===== config.mk =====
export PLATFORM = sky130hd
export DESIGN_NAME = i2c_write_sequencer
export DESIGN_NICKNAME = d
export VERILOG_FILES = /design/src/rtl/i2c_write_sequencer.sv
export SDC_FILE = /design/constraint.sdc
export NUM_CORES = 1
export LEC_CHECK = 0
export ABC_AREA = 1
export CAP_MARGIN = 30
export CORE_UTILIZATION = 40
export DETAILED_ROUTE_END_ITERATION = 8
export GPL_TIMING_DRIVEN = 0
export PLACE_DENSITY = 0.66
export SYNTH_ARGS = -nofsm -noshare
export SYNTH_HDL_FRONTEND = slang
export SYNTH_SLANG_ARGS = --single-unit
export TNS_END_PERCENT = 1

===== constraint.sdc =====
create_clock -name clk_i -period 3.03 [get_ports clk_i]
set_input_delay 0.303 -clock clk_i [delete_from_list [all_inputs] [get_ports clk_i]]
set_output_delay 0.303 -clock clk_i [all_outputs]
set_load 0.03 [all_outputs]

===== src/rtl/i2c_write_sequencer.sv =====
// I2C register-write sequencer: the first byte after START loads the register pointer and later bytes are written to the register store.
// Optional macro WRITE_SEQ_PROTECT_EN drops writes to reserved registers, and to PRE_SCALE while awake, and sets error_o.
module i2c_write_sequencer #(
    parameter logic [7:0] LOW_MAX_REG  = 8'h45,
    parameter logic [7:0] HIGH_MIN_REG = 8'hFA
) (
    input  logic       clk_i,
    input  logic       rst_i,
    input  logic       start_i,
    input  logic       stop_i,
    input  logic       byte_valid_i,
    input  logic [7:0] byte_i,
    input  logic       auto_increment_i,
    input  logic       sleep_i,
    output logic [7:0] write_register_id_o,
    output logic [7:0] write_register_value_o,
    output logic       write_enable_o,
    output logic [7:0] pointer_o,
    output logic       error_o
);

    typedef enum logic [1:0] {IDLE, PTR, DATA} state_e;

    state_e     state_q, state_d;
    logic [7:0] pointer_q, pointer_d;
    logic       pend_q, pend_d;
    logic [7:0] pend_id_q, pend_id_d;
    logic [7:0] pend_val_q, pend_val_d;
    logic [7:0] id_q, id_d;
    logic [7:0] val_q, val_d;
    logic       we_q, we_d;
    logic       drop;

    function automatic logic [7:0] next_ptr(input logic [7:0] p, input logic ai);
        if (!ai)                return p;
        else if (p == LOW_MAX_REG) return 8'h00;
        else if (p == 8'hFD)       return HIGH_MIN_REG;
        else if (p == 8'hFF)       return 8'h00;
        else                       return p + 8'd1;
    endfunction

`ifdef WRITE_SEQ_PROTECT_EN
    logic err_q, err_d;

    assign drop = ((pointer_q > LOW_MAX_REG) && (pointer_q < HIGH_MIN_REG)) ||
                  ((pointer_q == 8'hFE) && !sleep_i);

    always_comb begin
        err_d = err_q;
        if (start_i)
            err_d = 1'b0;
        else if ((state_q == DATA) && byte_valid_i && drop)
            err_d = 1'b1;
    end

    always_ff @(posedge clk_i) begin
        if (rst_i) err_q <= 1'b0;
        else       err_q <= err_d;
    end

    assign error_o = err_q;
`else
    logic unused_sleep;
    assign unused_sleep = sleep_i;
    assign drop         = 1'b0;
    assign error_o      = 1'b0;
`endif

    // An accepted byte is held in a pending stage for one cycle.
    // The strobe follows on the next edge, so a reset in that cycle cancels it.
    always_comb begin
        // NOTE: every _d gets a default first so no path leaves a latch behind.
        state_d    = state_q;
        pointer_d  = pointer_q;
        pend_d     = 1'b0;
        pend_id_d  = pend_id_q;
        pend_val_d = pend_val_q;
        we_d       = pend_q;
        id_d       = id_q;
        val_d      = val_q;

        if (pend_q) begin
            id_d  = pend_id_q;
            val_d = pend_val_q;
        end

        if (start_i) begin
            state_d = PTR;
        end else begin
            case (state_q)
                PTR: begin
                    if (byte_valid_i) begin
                        pointer_d = byte_i;
                        state_d   = DATA;
                    end
                end
                DATA: begin
                    if (byte_valid_i) begin
                        pend_d     = !drop;
                        pend_id_d  = pointer_q;
                        pend_val_d = byte_i;
                        pointer_d  = next_ptr(pointer_q, auto_increment_i);
                    end
                end
                default: ;
            endcase
            if (stop_i) state_d = IDLE;
        end
    end

    // NOTE: sequential state uses non-blocking assignments only, so every register samples pre-edge values.
    always_ff @(posedge clk_i) begin
        if (rst_i) begin
            state_q    <= IDLE;
            pointer_q  <= 8'h00;
            pend_q     <= 1'b0;
            pend_id_q  <= 8'h00;
            pend_val_q <= 8'h00;
            id_q       <= 8'h00;
            val_q      <= 8'h00;
            we_q       <= 1'b0;
        end else begin
            state_q    <= state_d;
            pointer_q  <= pointer_d;
            pend_q     <= pend_d;
            pend_id_q  <= pend_id_d;
            pend_val_q <= pend_val_d;
            id_q       <= id_d;
            val_q      <= val_d;
            we_q       <= we_d;
        end
    end

    assign write_register_id_o    = id_q;
    assign write_register_value_o = val_q;
    assign write_enable_o         = we_q;
    assign pointer_o              = pointer_q;

endmodule


Word-level counts from Yosys, hierarchy flattened
Cells that the tools add are included.
{"block": "op_classes", "eq_ne": 8, "mul": 0, "muxes": 12, "n_div": 0, "order_cmp": 0, "addsub": 1, "n_bitwise": 2, "n_shift": 0, "n_reduce_logical": 9}
{"cell": "8-bit 2-to-1 mux", "count": 6}
{"cell": "8-bit equality test (second input constant)", "count": 2}
{"cell": "8-bit one-hot mux with 2 select lines", "count": 1}
{"cell": "8-bit by 1-bit adder with 8-bit output (second input constant)", "count": 1}
{"cell": "8-bit by 7-bit equality test with 1-bit output (second input constant)", "count": 1}
{"cell": "2-bit inequality test (second input constant)", "count": 3}
{"cell": "3-bit nonzero test", "count": 2}
{"cell": "3-bit OR reduction", "count": 2}
{"cell": "1-bit 2-to-1 mux", "count": 5}
{"cell": "5-bit AND reduction", "count": 1}
{"cell": "2-bit AND reduction", "count": 2}
{"cell": "3-bit AND reduction", "count": 1}
{"cell": "2-bit by 1-bit equality test with 1-bit output (second input constant)", "count": 1}
{"cell": "2-bit equality test (second input constant)", "count": 1}
{"cell": "1-bit inverter", "count": 2}
{"cell": "2-bit nonzero test", "count": 1}
{"block": "word_totals", "mem_count": 0, "ram_bits": 0, "inputBits": 15, "output_inout_bits": 26, "mem_bits_ro": 0, "latch_bits": 0, "regBits": 44, "word_cells": 41}

Logic depth before layout (Yosys ltp)
{"block": "logic_depth", "word_depth": 7, "mapped_depth": 9, "depth_no_buf": 8}

Least setup slack after synthesis
OpenSTA, ideal clock, no wires.
{"block": "synth_timing", "path_type": "reg-to-reg", "from": "register pointer_q[0], in the netlist pointer_o[0]", "to": "register pointer_q[6], in the netlist pointer_o[6]", "required_time_ns": 2.911, "setup_ns": 0.119, "arrival_time_ns": 1.390, "slack_ns": 1.521, "n_path_buf": 0, "path_stages_with_launch": 9, "path_cell_list": "dfxtp_1 > ha_1 > nand2_1 > nor2_1 > nand2_1 > nand2_1 > nand2_1 > o21ai_1 > a21oi_1"}
{"block": "synth_between", "elab_chain_cells": 7, "elab_cells_between_ends": 10, "classes_between": "add/sub (1); eq/ne (3); mux (6)"}
{"item": "from (decl)", "line_no": "25", "source": "logic [7:0] pointer_q, pointer_d;"}
{"item": "from (signal assigned)", "line_no": "124", "source": "pointer_q <= pointer_d;"}
{"item": "8-bit by 1-bit adder with 8-bit output or 8-bit equality test (tied branches)", "line_no": "39, 38"}
{"item": "8-bit 2-to-1 mux", "line_no": "38", "source": "else if (p == 8'hFF) return 8'h00;"}
{"item": "8-bit 2-to-1 mux", "line_no": "37", "source": "else if (p == 8'hFD) return HIGH_MIN_REG;"}
{"item": "8-bit 2-to-1 mux *", "line_no": "36", "source": "else if (p == LOW_MAX_REG) return 8'h00;"}
{"item": "8-bit 2-to-1 mux *", "line_no": "35", "source": "if (!ai) return p;"}
{"item": "8-bit 2-to-1 mux *", "line_no": "98", "source": "if (byte_valid_i) begin"}
{"item": "8-bit one-hot mux with 2 select lines *", "line_no": "90", "source": "case (state_q)"}
Mark *: on every way between the ends. The rest lies on a longest branch, timed or not. The select of a mux whose other input is x is not followed.
A chain may end at the register's enable or synchronous reset.

Worst setup path after layout
{"block": "layout_timing", "from": "register pointer_q[0], in the netlist pointer_o[0]", "to": "output pointer_o[0]"}
{"item": "to (decl)", "line_no": "18", "source": "output logic [7:0] pointer_o,"}
No word-level cell between the ends.

==> flow_metrics.tcl <==
set metrics [dict create \
    path_class "reg2out" \
    antennaDiodeCount 0 \
    grt-ovfl-total 0 \
    cp_top_family "buffers and inverters" \
    end_kind "primary output" \
    fin_crit_ns 1.76 \
    synth_compound_area_share_pct 18.7 \
    setup_viol 0 \
    critical_path_buf_inv_count 1 \
    cellPowerDensity_nw_per_um2 456 \
    ctsHoldBuffers 0 \
    final_common_cell "nor2_1" \
    synthXorXnorAreaFrac_pct 0.471 \
    syn_avg_cell_area_sq_um 7.32 \
    multi_input_area_sq_um 848 \
    fin_tns_setup_ns 0 \
    cts-resized-gates 0 \
    hold_viol 0 \
    gp_congestion 0.847 \
    fin_crit_sh_pct 57.9 \
    antenna_found_initial 0 \
    cts_setup_buffers 0 \
    synthCells 254 \
    routed_wl_um 4330 \
    via_per_inst 4.95 \
    place_inst 344 \
    synth.net_count 273 \
    firstDrtPassIters 4 \
    cp.arrival_ns 1.45 \
    cts_max_path_buffers 2 \
    maxCapViolCount 0 \
    clockPowerShare_pct 35.1 \
    outcome "finished clean" \
    holdCritPathClass "reg2reg" \
    io_pins 41 \
    power.internal_mw 0.820 \
    areaGrowthSynthToFinish_pct 29.2 \
    ys_ff_latch 44 \
    max_freq_mhz 570 \
    p_sw_mw 0.276 \
    cts_buffers 5 \
    cp_data_required_time_ns 2.73 \
    num_rows 24 \
    path_cells "clkdlybuf4s50_1" \
    seq_area_sq_um 881 \
    grt_pass1_wl_um 7340 \
    seqPwrFrac_pct 54.4 \
    final_util_pct 54.4 \
    yosysWarnings 0 \
    slew_viol_final 0 \
    netlist_area_sq_um 1860 \
    grt_setup_unrepaired "no" \
    reg2reg_depth 7 \
    die_area_sq_um 4920 \
    wl_per_cell_um 12.3 \
    htree_levels 2 \
    ys_seq_area_share_pct 47.4 \
    clk_pin_slew_ns 0.08 \
    synthSimpleGateAreaFrac_pct 23.6 \
    clk_latency_ns 0.29 \
    die_y_um 70.2 \
    dpl.hpwl_um 3210 \
    die_w_um 70.2 \
    fill_cells 442 \
    finClkSkew_ns 0.00337 \
    crit_fanout 6 \
    num_vias 1742 \
    start_util_pct 42.1 \
    cellLeakagePower_nw 1.06 \
    synth_top_family_by_area "simple AND/OR/NAND/NOR gates" \
    holdPathStages 2 \
    nNetsFinal 318 \
    drive_gt1_share_pct 5.67 \
    grt_max_degree 15 \
    ir_drop_mv 0.248 \
    drc 0 \
    cts.sinks 44 \
    synth_fa_ha_area_share_pct 2.69 \
    ctsRootBufferMaster "clkbuf_8" \
    core_area_sq_um 4410 \
    first_global_vias 1572 \
    path_depth 1 \
    slowest_delay_ns 0.71 \
    detail-route-antenna-nets 0 \
    tritoncts "built" \
    portBuffers 38 \
    synthMuxAreaShare_pct 0 \
    final_cell_mix "nor2_1, dfxtp_1, nand2_1, clkdlybuf4s50_1, o21ai_0" \
    synth_cell_types 22 \
    worst_setup_path_start_kind "flop" \
    slowest_stage "clkdlybuf4s50_1" \
    final_cells 352 \
    p_comb_share_pct 10.5 \
    drt_iter0_drc 76 \
    sw_frac_of_total_pct 25.2 \
    track_usage_pct 19.0 \
]
[Yosys cell counts (all sizes together)]
library cell | number | area share [%]
dfxtp | 44 | 47
o21bai | 1 | 0.40
a2111oi | 1 | 0.47
nand2 | 41 | 8.3
o21ai | 36 | 9.7
buf | 5 | 2.3
nor2 | 60 | 12
nand4 | 2 | 1.0
clkbuf | 6 | 1.2
inv | 16 | 3.2
conb | 1 | 0.20
clkinv | 1 | 0.20
nand3 | 8 | 2.2
ha | 4 | 2.7
o211ai | 1 | 1.1
a21oi | 26 | 7.0
xor2 | 1 | 0.47
[registers in the layout, summed over array words and instances, names as in the netlist]
register	count
state_q	2
write_enable_o	1
write_register_value_o	8
pend_val_q	8
pointer_o	8
write_register_id_o	8
pend_id_q	8
pend_q	1
[routing by layer]
layer | part of all wire, % | vias up | track usage [%]
li1 | - | 912 | -
met1 | 50 | 782 | 25.9
met2 | 44 | 42 | 29.7
met3 | 4.8 | 6 | 5.05
met4 | 1.0 | 0 | 5.33
met5 | 0 | - | 0
[kinds of logic (layout without fill, tap and decap cells)]
kind of cell / Yosys count / after routing
AOI/OAI and AO/OA: 65 / 65
xor gates and xnor gates: 1 / 1
adders and majority gates: 4 / 4
buffers and inverters: 28 / 74
DFF: 44 / 44
other: 1 / 1
and+or+nand+nor: 111 / 111
[through the flow]
step	setup WS (ns)	power [mW]	instance area, sq um	hold slack (ns)
6_report	1.27	1.10	2400	0.493
3_3_place_gp	1.33	0.723	2300	0.468
4_1_cts	1.26	1.11	2400	0.496
2_1_floorplan	1.52	0.673	1860	0.372
5_1_grt	1.22	1.14	2400	0.515
3_5_place_dp	1.31	0.724	2300	0.474
[worst paths after layout]
kind	slack (ns)	start	endpoint
setup / recovery	1.27	pointer_o[0]$_SDFFE_PP0P_	pointer_o[0]
hold / removal	0.49	pend_val_q[4]$_SDFFE_PP0P_	pend_val_q[4]$_SDFFE_PP0P_
setup reg to reg	1.40	state_q[0]$_SDFFE_PP0P_	pend_id_q[6]$_SDFFE_PP0P_
hold reg to reg	0.49	pend_val_q[4]$_SDFFE_PP0P_	pend_val_q[4]$_SDFFE_PP0P_
[tightest hold or removal path, cell delays in order, from the launching register on]
cell	delay, ns
dfxtp_1	0.34
nor2_1	0.05
nor2_1	0.08
[cell type report]
class / count / area share (%)
Clock inverter: 2 / 0.625
Multi-Input combinational cell: 182 / 35.3
Clock buffer: 6 / 3.44
Sequential cell: 44 / 36.7
Inverter: 17 / 2.66
Tap cell: 52 / 2.71
Timing Repair Buffer: 38 / 15.8
Buffer: 11 / 2.71
[power groups by stage]
stage | Combinational (mW) | Clock, mW | Sequential [mW]
after floorplan | 0.0504 | 0 | 0.623
after global placement | 0.114 | 0 | 0.610
after detailed placement | 0.115 | 0 | 0.609
after CTS | 0.115 | 0.394 | 0.596
after global routing | 0.125 | 0.422 | 0.598
final | 0.115 | 0.385 | 0.596
Power figures use the tool's default switching activity.
